## config.mk

```make
export PLATFORM = sky130hd
export DESIGN_NAME = coeff_rate_accumulator_flat
export DESIGN_NICKNAME = d
export VERILOG_FILES = /design/src/rtl/coeff_rate_accumulator_if.sv /design/src/rtl/coeff_rate_accumulator.sv /design/src/flat_wrapper.sv
export SDC_FILE = /design/constraint.sdc
export NUM_CORES = 1
export LEC_CHECK = 0
export CORE_UTILIZATION = 59
export CTS_BUF_LIST = sky130_fd_sc_hd__clkbuf_4
export DETAILED_ROUTE_END_ITERATION = 10
export PLACE_DENSITY_LB_ADDON = 0.3
export SKIP_CTS_REPAIR_TIMING = 1
export SLEW_MARGIN = 20
export SYNTH_ARGS = -nofsm -noshare
export SYNTH_HDL_FRONTEND = slang
export SYNTH_SLANG_ARGS = --single-unit
```

## constraint.sdc

```tcl
create_clock -name clk -period 6.2 [get_ports clk]
set_clock_uncertainty 0.1 [all_clocks]
set_input_delay 0.93 -clock clk [delete_from_list [all_inputs] [get_ports clk]]
set_output_delay 0.93 -clock clk [all_outputs]
set_load 0.02 [all_outputs]
```

## src/rtl/coeff_rate_accumulator_if.sv

```systemverilog
// Coefficient handshake and sign-bit cost request/response bundle for the block rate accumulator.
interface coeff_rate_accumulator_if;
    logic        coef_valid;
    logic        coef_ready;
    logic [31:0] coef_ctx_cost;
    logic [15:0] coef_abs_level;
    logic        coef_last;
    logic        sign_start;
    logic        sign_done;
    logic [31:0] sign_bit_cost;

    // master: upstream cost stage plus sign-bit cost stage; slave: the accumulator
    modport master (
        output coef_valid, coef_ctx_cost, coef_abs_level, coef_last, sign_done, sign_bit_cost,
        input  coef_ready, sign_start
    );
    modport slave (
        input  coef_valid, coef_ctx_cost, coef_abs_level, coef_last, sign_done, sign_bit_cost,
        output coef_ready, sign_start
    );
endinterface

```

## src/rtl/coeff_rate_accumulator.sv

```systemverilog
// Per-block CABAC rate accumulator: sums context bin costs plus one sign cost per nonzero
// coefficient into a saturating total, with a timeout fallback when the sign stage stalls.
module coeff_rate_accumulator #(
    parameter int unsigned IEP_RATE     = 32768,
    parameter int unsigned ACC_W        = 32,
    parameter int unsigned MAX_COEFFS   = 16,
    parameter int unsigned SIGN_TIMEOUT = 8
) (
    input  logic                 clk,
    input  logic                 rst,
    input  logic                 blk_start,
    coeff_rate_accumulator_if.slave cif,
    output logic [ACC_W-1:0]     blk_rate,
    output logic                 blk_done,
    output logic [4:0]           nz_count,
    output logic                 sign_err
);
    localparam int unsigned CNT_W = $clog2(MAX_COEFFS + 1);
    localparam int unsigned TMO_W = $clog2(SIGN_TIMEOUT + 1);

    typedef enum logic [1:0] {IDLE, ACCUM, WAIT_SIGN, DONE} state_t;

    state_t             state_q, state_d;
    logic [CNT_W-1:0]   cnt_q, cnt_d;
    logic [TMO_W-1:0]   tmo_q, tmo_d;
    logic               last_q, last_d;
    logic [ACC_W-1:0]   acc_d;
    logic [4:0]         nz_d;
    logic               err_d;
    logic               ready_d, start_d, done_d;
    logic               nz_c, last_c, tmo_hit_c, accept_c;

    function automatic logic [ACC_W-1:0] sat_add(input logic [ACC_W-1:0] a, input logic [ACC_W-1:0] b);
        logic [ACC_W:0] s;
        s = {1'b0, a} + {1'b0, b};
        return s[ACC_W] ? '1 : s[ACC_W-1:0];
    endfunction

    assign accept_c  = (state_q == ACCUM) && cif.coef_valid;
    assign nz_c      = (cif.coef_abs_level != 16'd0);
    assign last_c    = cif.coef_last || (CNT_W'(cnt_q + 1'b1) == CNT_W'(MAX_COEFFS));
    // timeout counter holds cycles spent in WAIT_SIGN, including the current one
    assign tmo_hit_c = (tmo_q == TMO_W'(SIGN_TIMEOUT));

    always_ff @(posedge clk) begin
        if (rst) state_q <= IDLE;
        else     state_q <= state_d;
    end

    always_comb begin
        state_d = state_q;
        case (state_q)
            IDLE:      if (blk_start) state_d = ACCUM;
            ACCUM:     if (cif.coef_valid) begin
                           if (nz_c)        state_d = WAIT_SIGN;
                           else if (last_c) state_d = DONE;
                       end
            WAIT_SIGN: if (cif.sign_done || tmo_hit_c) state_d = last_q ? DONE : ACCUM;
            DONE:      state_d = IDLE;
            default:   state_d = IDLE;
        endcase
    end

    always_comb begin
        acc_d   = blk_rate;
        nz_d    = nz_count;
        cnt_d   = cnt_q;
        err_d   = sign_err;
        last_d  = last_q;
        tmo_d   = tmo_q;
        ready_d = (state_d == ACCUM);
        done_d  = (state_d == DONE);
        start_d = accept_c && nz_c;
        case (state_q)
            IDLE: if (blk_start) begin
                acc_d  = '0;
                nz_d   = 5'd0;
                cnt_d  = '0;
                err_d  = 1'b0;
                last_d = 1'b0;
            end
            ACCUM: if (cif.coef_valid) begin
                acc_d = sat_add(blk_rate, ACC_W'(cif.coef_ctx_cost));
                cnt_d = CNT_W'(cnt_q + 1'b1);
                if (nz_c) begin
                    nz_d   = 5'(nz_count + 5'd1);
                    last_d = last_c;
                    tmo_d  = TMO_W'(1);
                end
            end
            WAIT_SIGN: begin
                tmo_d = TMO_W'(tmo_q + 1'b1);
                // a response coinciding with the timeout still counts as a real sign cost
                if (cif.sign_done) begin
                    acc_d = sat_add(blk_rate, ACC_W'(cif.sign_bit_cost));
                end else if (tmo_hit_c) begin
                    acc_d = sat_add(blk_rate, ACC_W'(IEP_RATE));
                    err_d = 1'b1;
                end
            end
            default: ;
        endcase
    end

    always_ff @(posedge clk) begin
        if (rst) begin
            blk_rate       <= '0;
            nz_count       <= 5'd0;
            cnt_q          <= '0;
            tmo_q          <= '0;
            last_q         <= 1'b0;
            sign_err       <= 1'b0;
            cif.coef_ready <= 1'b0;
            cif.sign_start <= 1'b0;
            blk_done       <= 1'b0;
        end else begin
            blk_rate       <= acc_d;
            nz_count       <= nz_d;
            cnt_q          <= cnt_d;
            tmo_q          <= tmo_d;
            last_q         <= last_d;
            sign_err       <= err_d;
            cif.coef_ready <= ready_d;
            cif.sign_start <= start_d;
            blk_done       <= done_d;
        end
    end
endmodule
```

## src/flat_wrapper.sv

```systemverilog
// flat-port wrapper written by rule: the top's interface ports become plain ports
module coeff_rate_accumulator_flat 
#(
    parameter int unsigned IEP_RATE     = 32768,
    parameter int unsigned ACC_W        = 32,
    parameter int unsigned MAX_COEFFS   = 16,
    parameter int unsigned SIGN_TIMEOUT = 8
)
  (clk, rst, blk_start, blk_rate, blk_done, nz_count, sign_err, cif_coef_valid, cif_coef_ctx_cost, cif_coef_abs_level, cif_coef_last, cif_sign_done, cif_sign_bit_cost, cif_coef_ready, cif_sign_start);
  coeff_rate_accumulator_if cif_i ();
  input  logic clk;
  input  logic rst;
  input  logic blk_start;
  output logic [ACC_W-1:0] blk_rate;
  output logic blk_done;
  output logic [4:0] nz_count;
  output logic sign_err;
  input wire logic [$bits(cif_i.coef_valid)-1:0] cif_coef_valid;
  input wire logic [$bits(cif_i.coef_ctx_cost)-1:0] cif_coef_ctx_cost;
  input wire logic [$bits(cif_i.coef_abs_level)-1:0] cif_coef_abs_level;
  input wire logic [$bits(cif_i.coef_last)-1:0] cif_coef_last;
  input wire logic [$bits(cif_i.sign_done)-1:0] cif_sign_done;
  input wire logic [$bits(cif_i.sign_bit_cost)-1:0] cif_sign_bit_cost;
  output wire logic [$bits(cif_i.coef_ready)-1:0] cif_coef_ready;
  output wire logic [$bits(cif_i.sign_start)-1:0] cif_sign_start;
  assign cif_i.coef_valid = cif_coef_valid;
  assign cif_i.coef_ctx_cost = cif_coef_ctx_cost;
  assign cif_i.coef_abs_level = cif_coef_abs_level;
  assign cif_i.coef_last = cif_coef_last;
  assign cif_i.sign_done = cif_sign_done;
  assign cif_i.sign_bit_cost = cif_sign_bit_cost;
  assign cif_coef_ready = cif_i.coef_ready;
  assign cif_sign_start = cif_i.sign_start;
  coeff_rate_accumulator #(.IEP_RATE(IEP_RATE), .ACC_W(ACC_W), .MAX_COEFFS(MAX_COEFFS), .SIGN_TIMEOUT(SIGN_TIMEOUT)) u_core (.clk(clk), .rst(rst), .blk_start(blk_start), .cif(cif_i), .blk_rate(blk_rate), .blk_done(blk_done), .nz_count(nz_count), .sign_err(sign_err));
endmodule
```

After elaboration in Yosys (flattened, before gate mapping)
Cells that the tools add are included.
{ "word_totals": {"elab_cells": 75, "output_inout_bits": 41, "register_bits": 53} }
{ "op_classes": {"reduce_logical": 15, "n_mux": 31, "addsub": 6, "eq_ne": 13} }
{ "ops": {"columns": ["operator", "count"], "rows": [
  ["two-way mux 32 bit", 7],
  ["case mux 32 bit (3 select lines)", 1],
  ["adder 32 x 32 -> 33 bit", 2],
  ["adder 32 x 16 -> 33 bit, second input constant", 1],
  ["two-way mux 5 bit", 4],
  ["case mux 5 bit (2 select lines)", 2],
  ["nonzero test 16 bit", 1],
  ["two-way mux 2 bit", 6],
  ["AND reduction 4 bit", 3],
  ["adder 5 x 1 -> 5 bit, second input constant", 2],
  ["two-way mux 4 bit", 2],
  ["case mux 2 bit (4 select lines)", 1],
  ["case mux 4 bit (2 select lines)", 1],
  ["== test 2 bit, second input constant", 3],
  ["!= test 2 bit, second input constant", 3],
  ["AND reduction 3 bit", 2],
  ["nonzero test 2 bit", 3],
  ["== test 5 bit, second input constant", 1],
  ["two-way mux 1 bit", 5],
  ["adder 4 x 1 -> 4 bit, second input constant", 1],
  ["== test 2 x 1 -> 1 bit, second input constant", 2],
  ["== test 4 bit, second input constant", 1],
  ["!= test 2 x 1 -> 1 bit, second input constant", 2],
  ["case mux 1 bit (2 select lines)", 2],
  ["5 further kinds", 7]
]} }

Logic depth before layout (Yosys ltp)
{ "logic_depth": {"depth_word": 8, "mapped_depth": 12, "mapped_depth_nobuf": 11} }

Worst setup path after synthesis
No wires, ideal clock.
{ "synth_path": {"path_type": "input -> register", "from": "input cif_sign_bit_cost[0]", "to": "register u_core.blk_rate[25]", "stages": 12, "setup_time_ns": 0.120, "arrival_ns": 3.355, "slack_ns": 2.625, "required_time_ns": 5.980, "path_cell_list": "ha_1 fa_1 a211oi_2 o211ai_1 a41o_1 a31oi_1 o21ai_1 a31o_1 buf_4 o221ai_1 a21oi_1 a211o_1"} }
{ "synth_between": {"elab_chain_cells": 4} }
{ "synth_lines": {"columns": ["item", "line", "text"], "rows": [
  ["start, declared", "flat_wrapper.sv:23", "input wire logic [$bits(cif_i.sign_bit_cost)-1:0] cif_sign_bit_cost;"],
  ["adder 32 x 32 -> 33 bit", "coeff_rate_accumulator.sv:35", "s = {1'b0, a} + {1'b0, b};"],
  ["two-way mux 32 bit", "coeff_rate_accumulator.sv:36", "return s[ACC_W] ? '1 : s[ACC_W-1:0];"],
  ["two-way mux 32 bit", "coeff_rate_accumulator.sv:94", "if (cif.sign_done) begin"],
  ["case mux 32 bit (3 select lines)", "coeff_rate_accumulator.sv:74", "case (state_q)"],
  ["end signal, assigned", "coeff_rate_accumulator.sv:107", "blk_rate <= '0;"],
  ["end signal, assigned", "coeff_rate_accumulator.sv:117", "blk_rate <= acc_d;"],
  ["end, declared", "coeff_rate_accumulator.sv:13", "output logic [ACC_W-1:0] blk_rate,"]
]} }
No other way between the ends.
A chain may end at the register's enable or synchronous reset.

Worst setup path in the final report
Same ends and word-level chain as after synthesis.

==> results.cfg <==
[outcome]
status = finished, final reports clean

[detailed_routing]
drc = 0
routed_wl_um = 18500
drt-initial-drc-count = 433
post_drt_wl_per_cell_um = 17.1
ant_nets = 0
first_pass_iters = 7
num_vias = 7027
viasPerCell = 6.47

[power]
ir_drop_mv = 0.0973
total_power_mw = 1.01
p_per_area_mw_per_mm2 = 132
p_leak_nw = 3.34

[cells_and_area]
fin_util = 0.741
syn_to_final_growth_pct = 21.3
nFillCells = 857
layout.cells.non_filler = 1086
fin_nets = 1110
drive_gt1_frac = 0.0326
design_area_mm2 = 0.00769
diodes = 0

[logic_synthesis]
synthCells = 849
synth-simple-area-share = 0.222
synth-compound-area-share = 0.309
ys_seq_elements = 53
synth_area_mm2 = 0.00634
synth_common_cells = 81 x nand2_1, 78 x o21ai_0, 73 x ha_1
synth_cell_types = 70
ys_seq_area_frac = 0.167
syn_nets = 1010
synth_ff_type = dfxtp_1
async_flop_share = 0
synth_xor_area_frac = 0.101
synth_top_area_frac = 0.167
yosys-top-cells-area = dfxtp_1 17%, ha_1 14%, o21ai_0 6.2%
synth_top_family_by_area = compound AO/OA/AOI/OAI gates
synth_edf_count = 0
synth.avg_cell_area_um2 = 7.47
yosysWarningCount = 0
synthAdderAreaFrac = 0.150
synthMostInstantiatedCell = nand2_1
muxShareOfSynthArea = 0.0130
synth_top_area_cell = dfxtp_1

[floorplan]
die_x_um = 106
core.rowCount = 37
fp.dieH_um = 106
die_area_mm2 = 0.0112
ios = 127
initial_core_util = 0.611
core_area_mm2 = 0.0104

[timing]
timing.fmax_ghz = 0.243
fin_hold_ws_ps = 417
period_minus_slack_ps = 4120
finalWorstSetupSlack_ps = 2080
finalHoldViolations = 0
slew_headroom = 0.274
timing.final.crit_share = 0.665
report.final.slew_viol_count = 0
setup_viol = 0
worst_pin_slew_ps = 1090
grt_setup_unrepaired = no
fin_tns_setup_ps = 0

[worst_setup_path]
crit_path_start_kind = primary input
cp-end-kind = flop
crit_path_top_delay_cell = a31o_1
arrival_ps = 4320
critical-path-max-stage-delay_ps = 570
worstPathMaxFanout = 29
required_ps = 6400
crit_chain = clkdlybuf4s50_1 > ha_1 > fa_1 > a211oi_2 > o211ai_1 > a41o_1 > a31oi_1 > o21ai_1 > a31o_1 > o221ai_1 > a21oi_1 > a211o_1
path_class = primary input to flop

[global_route]
antenna_found_initial = 0
grt_pass1_wl_um = 30100
grt_max_degree = 30
grt_usage = 0.327
grt_pass1_vias = 6560
grt-ovfl-total = 0

[clocking]
cts_tree = done
cts_root_buf = clkbuf_4
clkTransAtPathRegs_ps = 190
worstSkewPairLatency_ps = 420
clk_path_buf_depth = 2
numCtsBuffers = 5
clkSinkCount = 53
htreeDepth = 2

[flow_run]
max-cap-violations = 0

[placement]
placed_cells = 1078
globalplace.congestion = 0.934
place_area_mm2 = 0.00762
port_buffers = 126
dpl.hpwl_um = 14600
pre_cts_ws_ps = 1700

[min_path]
hold_class = flop to flop
final timing paths:
kind,startpoint,to,slack [ps],cells after the start
worst min register to register,u_core.cnt_q[4]$_SDFFE_PP0P_,u_core.cnt_q[4]$_SDFFE_PP0P_,420,2
worst max register to register,u_core.blk_rate[0]$_SDFFE_PP0P_,u_core.blk_rate[25]$_SDFFE_PP0P_,2610,11
worst min-delay path,u_core.cnt_q[4]$_SDFFE_PP0P_,u_core.cnt_q[4]$_SDFFE_PP0P_,420,2
worst max-delay path,cif_sign_bit_cost[0],u_core.blk_rate[25]$_SDFFE_PP0P_,2080,12
metal layers:
layer / global-route usage / vias up / part of all wire / routed length (um)
li1: - / 3395 / - / -
met1: 0.383 / 3234 / 0.41 / 7530
met2: 0.577 / 320 / 0.48 / 8930
met3: 0.0421 / 78 / 0.064 / 1190
met4: 0.172 / 0 / 0.048 / 892
met5: 0 / - / 0 / 0
power by group:
part / leakage, nW / internal [mW] / switching [mW] / total, mW
sequential: 0.428 / 0.357 / 0.0256 / 0.383
clock: 0.0377 / 0.0497 / 0.137 / 0.187
combinational: 2.88 / 0.192 / 0.252 / 0.444
registers in the layout (all words and copies together) (netlist names):
name	flops
u_core.blk_rate	32
u_core.cnt_q	5
u_core.nz_count	5
u_core.tmo_q	4
u_core.state_q	2
u_core.blk_done	1
u_core.cif.coef_ready	1
u_core.cif.sign_start	1
u_core.last_q	1
u_core.sign_err	1
cell usage in the layout, fill, tap and decap left out, types with 7 or more instances in the layout:
| master | instances |
|---|---|
| nand2_1 | 81 |
| a21oi_1 | 53 |
| ha_1 | 73 |
| nor2_1 | 58 |
| xnor2_1 | 36 |
| dfxtp_1 | 53 |
| clkdlybuf4s50_1 | 126 |
| o21bai_1 | 10 |
| o31ai_1 | 7 |
| nand4_1 | 22 |
| nor3_1 | 17 |
| nand2b_1 | 7 |
| a21o_1 | 33 |
| o21a_1 | 7 |
| and3_1 | 11 |
| o21ai_1 | 10 |
| and2_1 | 10 |
| o21ai_0 | 78 |
| nor2b_1 | 12 |
| nand3_1 | 49 |
| xor2_1 | 37 |
| a211oi_1 | 10 |
| a31oi_1 | 17 |
| o221ai_1 | 13 |
| inv_1 | 21 |
worst max-delay path, delay by kind of cell:
family | cells | cell delay [ps]
compound gates | 9 | 2310
buf+inv | 1 | 400
fa+ha+maj | 2 | 670
area by class of cell:
cell class	count	area [um^2]	share of cell area
clock buffer	5	37.5	0.00488
clock inverter	3	28.8	0.00374
inverter	21	78.8	0.0103
multi-input combinational	741	5040	0.656
sequential	53	1060	0.138
tap	136	170	0.0221
timing repair buffer	127	1270	0.165
cells by family (layout without fill, tap and decap cells):
group | count (synthesis) | in the layout
flops | 53 | 53
xor+xnor | 73 | 73
fa+ha+maj | 75 | 75
mux | 8 | 8
buf+inv | 55 | 156
simple gates | 291 | 291
compound gates | 294 | 294
Note: power is estimated with default switching activity, not from simulation.
==> RTL edit 1 (config.mk and constraints unchanged) <==
`MAX_COEFFS` is set to 16 in 2 places; all go to 8.
--- a/src/rtl/coeff_rate_accumulator.sv
+++ b/src/rtl/coeff_rate_accumulator.sv
@@ -3,7 +3,7 @@
 module coeff_rate_accumulator #(
     parameter int unsigned IEP_RATE     = 32768,
     parameter int unsigned ACC_W        = 32,
-    parameter int unsigned MAX_COEFFS   = 16,
+    parameter int unsigned MAX_COEFFS   = 8,
     parameter int unsigned SIGN_TIMEOUT = 8
 ) (
     input  logic                 clk,
--- a/src/flat_wrapper.sv
+++ b/src/flat_wrapper.sv
@@ -3,7 +3,7 @@
 #(
     parameter int unsigned IEP_RATE     = 32768,
     parameter int unsigned ACC_W        = 32,
-    parameter int unsigned MAX_COEFFS   = 16,
+    parameter int unsigned MAX_COEFFS   = 8,
     parameter int unsigned SIGN_TIMEOUT = 8
 )
   (clk, rst, blk_start, blk_rate, blk_done, nz_count, sign_err, cif_coef_valid, cif_coef_ctx_cost, cif_coef_abs_level, cif_coef_last, cif_sign_done, cif_sign_bit_cost, cif_coef_ready, cif_sign_start);
Behaviour: same outputs for any inputs over 4 cycles, from zero or initial values and one cycle with rst high; that may be too few to reach the edited logic, so the function may still have changed.
==> RTL edit 1 against the unedited design <==
  * Final cell count decreased by 3.5%
  * Sequential cell count decreased by 1
  * Area after synthesis decreased by 4.1%
  * Design area decreased by 3.0%
  * Power decreased by 3.3%
  * Wire length increased by 0.43%
  * Worst setup slack got worse by 0.32 ns
  * Largest power group unchanged
==> RTL edit 1: results (changes against the unedited design) <==
## Yosys
- 965 — Net Count, Synth, -4.5%
- 0.171 — sequential share of the synthesized area, +0.00391
- dfxtp_1 (17%), ha_1 (15%), xnor2_1 (6.1%) — dominant cells by area after synthesis
- ha_1 (73), o21ai_0 (72), a21oi_1 (70), nand2_1 (70), nor2_1 (61) — top cells by instance count after synthesis
- 80 — Synth cell types, +14%

## Global route
- 6340 — via count of the first global-routing pass, -3.4%
- 0.347 — global-route usage over all layers, +0.0209
- 29200 um — global-route wire length before repair, -2.7%

## Critical path
- 31 — maximum net fanout on the critical path, +6.9%
- 2.32 ns — internal reg-to-reg setup slack, -0.29 ns
- 12 — depth of the most critical reg-to-reg path, +1
- u_core.blk_rate[22]$_SDFFE_PP0P_ — reg-to-reg critical path endpoint
- 4.67 ns — CP arrival, +0.35 ns

## Place
- 7400 um2 — cell area after placement, -2.8%
- 0.992 — routability-driven placement congestion ratio, +6.1%
- 14600 um — sum of net half-perimeters after detailed placement, +0.44%

## Run status
- complete, no violations — result of the run

## Min path
- u_core.blk_rate[3]$_SDFFE_PP0P_ — launch point of the worst hold path
- u_core.blk_rate[3]$_SDFFE_PP0P_ — Worst Hold Endpoint
- 2 — instance count along the most critical hold path, unchanged

## Drt
- 598 — Detailed Route Iter0 Violations, +38%
- 6.46 — via density per instance, -0.21%
- 18600 um — total wirelength of the detailed-routed design, +0.43%
- 6 — Pre-Repair DR Iteration Count, -1

## Clock network
- 0.17 ns — clk slew on worst S/H paths, -0.02 ns
- 0.39 ns — latest clock arrival within the worst-skew pair, -0.03 ns

## Layout
- 22.8% — area delta synth->final
- 1075 — Total Nets Final, -3.2%
- u_core.blk_rate x32, u_core.nz_count x5 — registers with the highest flip-flop counts
- 767 — # fillers, -11%
- 0.0415 — share of cells above drive strength 1, +0.00890

## Power
- 91.9 uV — largest vdd supply drop, -5.5%
- 0.00323 uW — Pleak, -3.4%

## Timing
- 0.265 — remaining max-slew budget at the tightest pin, -0.00952
- 0.408 ns — Hold Slack, -0.00936 ns

[RTL edit 1: cells by family after synthesis]
group | share of synthesized area
compound gates | 0.306
simple gates | 0.223
fa+ha+maj | 0.157
xor+xnor | 0.104
flops | 0.171
buf+inv | 0.0344
mux | 0.00515
[RTL edit 1: stage by stage]
step	total power (uW)	cells	worst slack (ns)
5_1_grt	1030	1048	1.66
3_5_place_dp	817	1040	1.51
3_3_place_gp	802	1040	1.57
2_1_floorplan	658	804	2.61
4_1_cts	969	1048	1.88
6_report	981	1048	1.75
[RTL edit 1: worst max-delay path, stage by stage]
cell and delay [ns]:
clkdlybuf4s50_1 0.46, ha_1 0.18, fa_1 0.22, a21oi_1 0.10, o21ai_1 0.38, nand3b_1 0.23, a211oi_2 0.34, nor2_4 0.09
a31oi_4 0.22, a31o_1 0.91, nor2_1 0.16, o32ai_1 0.29, a21o_1 0.15
[RTL edit 1: final cells by class]
type                    instances  share of cell area
multi-input cells             704               0.648
repair buffers                130               0.173
flip-flops and latches         52               0.140
well taps                     133              0.0223
inverters                      21              0.0106
clock buffers                   5             0.00503
clock inverters                 3             0.00185
[RTL edit 1: where the power goes]
group	total (uW)	switching (uW)	internal (uW)
registers	378	26.2	351
logic	447	254	193
clock network	156	114	42.1
[RTL edit 1: routing by layer]
metal,vias to the layer above,track usage,share of wire
li1,3216,-,-
met1,3095,0.449,0.42
met2,409,0.574,0.46
met3,47,0.0706,0.10
met4,0,0.120,0.020
met5,-,0,0
[RTL edit 1: worst max path at each step]
| stage | start | slack (ns) | cells after the start | to |
|---|---|---|---|---|
| final | cif_sign_bit_cost[0] | 1.75 | 13 | u_core.blk_rate[22]$_SDFFE_PP0P_ |
| after global routing | cif_sign_bit_cost[0] | 1.66 | 13 | u_core.blk_rate[22]$_SDFFE_PP0P_ |
| after CTS | cif_sign_bit_cost[0] | 1.88 | 13 | u_core.blk_rate[22]$_SDFFE_PP0P_ |
| after detailed placement | cif_sign_bit_cost[0] | 1.51 | 13 | u_core.blk_rate[22]$_SDFFE_PP0P_ |
| after global placement | cif_sign_bit_cost[0] | 1.57 | 13 | u_core.blk_rate[22]$_SDFFE_PP0P_ |
| after floorplan | cif_coef_ctx_cost[0] | 2.61 | 13 | u_core.blk_rate[17]$_SDFFE_PP0P_ |
==> RTL edit 2 (same settings) <==
Made on the original files. Put one more register stage on the output `nz_count`, cleared by the reset. The value now appears one clock later. The other outputs are not delayed to match.
--- a/src/rtl/coeff_rate_accumulator.sv
+++ b/src/rtl/coeff_rate_accumulator.sv
@@ -19,6 +19,8 @@
     localparam int unsigned TMO_W = $clog2(SIGN_TIMEOUT + 1);
 
     typedef enum logic [1:0] {IDLE, ACCUM, WAIT_SIGN, DONE} state_t;
+
+    logic [4:0] nz_count_s0;
 
     state_t             state_q, state_d;
     logic [CNT_W-1:0]   cnt_q, cnt_d;
@@ -63,7 +65,7 @@
 
     always_comb begin
         acc_d   = blk_rate;
-        nz_d    = nz_count;
+        nz_d    = nz_count_s0;
         cnt_d   = cnt_q;
         err_d   = sign_err;
         last_d  = last_q;
@@ -83,7 +85,7 @@
                 acc_d = sat_add(blk_rate, ACC_W'(cif.coef_ctx_cost));
                 cnt_d = CNT_W'(cnt_q + 1'b1);
                 if (nz_c) begin
-                    nz_d   = 5'(nz_count + 5'd1);
+                    nz_d   = 5'(nz_count_s0 + 5'd1);
                     last_d = last_c;
                     tmo_d  = TMO_W'(1);
                 end
@@ -105,7 +107,7 @@
     always_ff @(posedge clk) begin
         if (rst) begin
             blk_rate       <= '0;
-            nz_count       <= 5'd0;
+            nz_count_s0    <= 5'd0;
             cnt_q          <= '0;
             tmo_q          <= '0;
             last_q         <= 1'b0;
@@ -115,7 +117,7 @@
             blk_done       <= 1'b0;
         end else begin
             blk_rate       <= acc_d;
-            nz_count       <= nz_d;
+            nz_count_s0    <= nz_d;
             cnt_q          <= cnt_d;
             tmo_q          <= tmo_d;
             last_q         <= last_d;
@@ -125,4 +127,12 @@
             blk_done       <= done_d;
         end
     end
+    always_ff @(posedge clk) begin
+        if (rst) begin
+            nz_count <= '0;
+        end else begin
+            nz_count <= nz_count_s0;
+        end
+    end
+
 endmodule
Formal check against the unedited RTL: not equivalent (a bounded check fails within 4 cycles, from zero or initial values and one cycle with rst high).
==> RTL edit 2 against the unedited design <==
  * Hold slack worse by 0.051 ns
  * Worst setup slack worse by 0.026 ns
  * Design area up 2.4%
  * First-iteration DRC count up 33%
  * Area after synthesis up 1.1%
  * Via count about the same
  * Sequential cell count up 5
  * Wire length up 1.1%
  * Power up 11%
  * Non-clock buffer count up 5
==> RTL edit 2: results (changes against the unedited design) <==
## Yosys
- 7.48 um2 — mean post-synth cell area, +0.20%
- nand2_1 (95), o21ai_0 (85), ha_1 (73) — top cells by instance count after synthesis
- 77 — Synth cell types, +10%
- 1018 — Net Count, Synth, +0.79%
- 58 — synthesis-stage register bit count, +9.4%

## Place
- 7740 um2 — cell area after placement, +1.5%
- 0.981 — routability-driven placement congestion ratio, +5.0%
- 1091 — cell count after placement, +1.2%
- 1.70 ns — placement-stage worst setup slack, -0.000210 ns

## Global route
- 6551 — via count of the first global-routing pass, -0.14%
- 1 — initial antenna violation count, +1
- 30900 um — global-route wire length before repair, +2.8%
- 33 — pin count of the biggest net entering global routing, +10%

## Layout
- 818 — # fillers, -4.6%
- 0.0474 — share of cells above drive strength 1, +0.0147
- 0.166 — buffering overhead, +0.000859
- 1160 um2 — Sequential cell area, +9.4%
- 132 — Signal buffers, +3.9%
- 0.147 — register share of the cell area, +0.00944
- 27 — nonclk inv count, +29%
- 0.0168 — Final clock-cell share, +0.00822
- 738 — multi-input logic cell count, -0.40%

## Drt
- 6.34 — via density per instance, -2.0%
- 16.9 um — detailed-route wire length per cell, -0.92%
- 6 — Pre-Repair DR Iteration Count, -1
- 8150 um — length of routed wiring on met1, +8.2%
- 578 — Detailed Route Iter0 Violations, +33%
- 8800 um — amount of wire on met2 after detailed routing, -1.5%

## Critical path
- 0.64 ns — Critical Path Max Stage Delay, +0.07 ns
- 32 — maximum net fanout on the critical path, +10%
- a41o_1 — CP max-delay cell
- 2.62 ns — internal reg-to-reg setup slack, about the same
- u_core.blk_rate[26]$_SDFFE_PP0P_ — reg-to-reg critical path endpoint

## Power
- 0.00342 uW — Pleak, +2.4%
- 713 uW — Internal Power, +19%

## Min path
- u_core.nz_count_s0[4]$_SDFFE_PP0P_ — launch point of the worst hold path
- 1 — instance count along the most critical hold path, -1

## Clock network
- 0.11 ns — clk slew on worst S/H paths, -0.08 ns
- 9 — CTS Buf Count, +4
- 0.40 ns — latest clock arrival within the worst-skew pair, -0.02 ns

## Timing
- 0.275 — remaining max-slew budget at the tightest pin, +0.000405
- 0.366 ns — Hold Slack, -0.0513 ns
- 4.15 ns — fin crit period, +0.0263 ns

## Run status
- complete, no violations — result of the run

[RTL edit 2: metal layers]
metal | GRT usage | vias to the layer above
met4 | 0.0913 | 0
met1 | 0.451 | 3266
li1 | - | 3406
met3 | 0.0325 | 40
met5 | 0 | -
met2 | 0.569 | 316
[RTL edit 2: kinds of logic (layout without fill, tap and decap cells)]
logic type | after synthesis | after routing | synth area share
and+or+nand+nor | 288 | 288 | 0.217
AOI/OAI and AO/OA | 299 | 299 | 0.311
muxes | 1 | 1 | 0.00156
buffers and inverters | 61 | 175 | 0.0390
adders and majority gates | 75 | 75 | 0.149
DFF | 58 | 58 | 0.181
other | 0 | 1 | 0
xor gates and xnor gates | 75 | 75 | 0.102
[RTL edit 2: power groups by stage]
stage | Clock, uW | Sequential [uW] | Combinational, uW
after floorplan | 0 | 427 | 268
after global placement | 0 | 422 | 426
after detailed placement | 0 | 421 | 430
after CTS | 274 | 413 | 433
after global routing | 292 | 416 | 481
final | 276 | 414 | 440
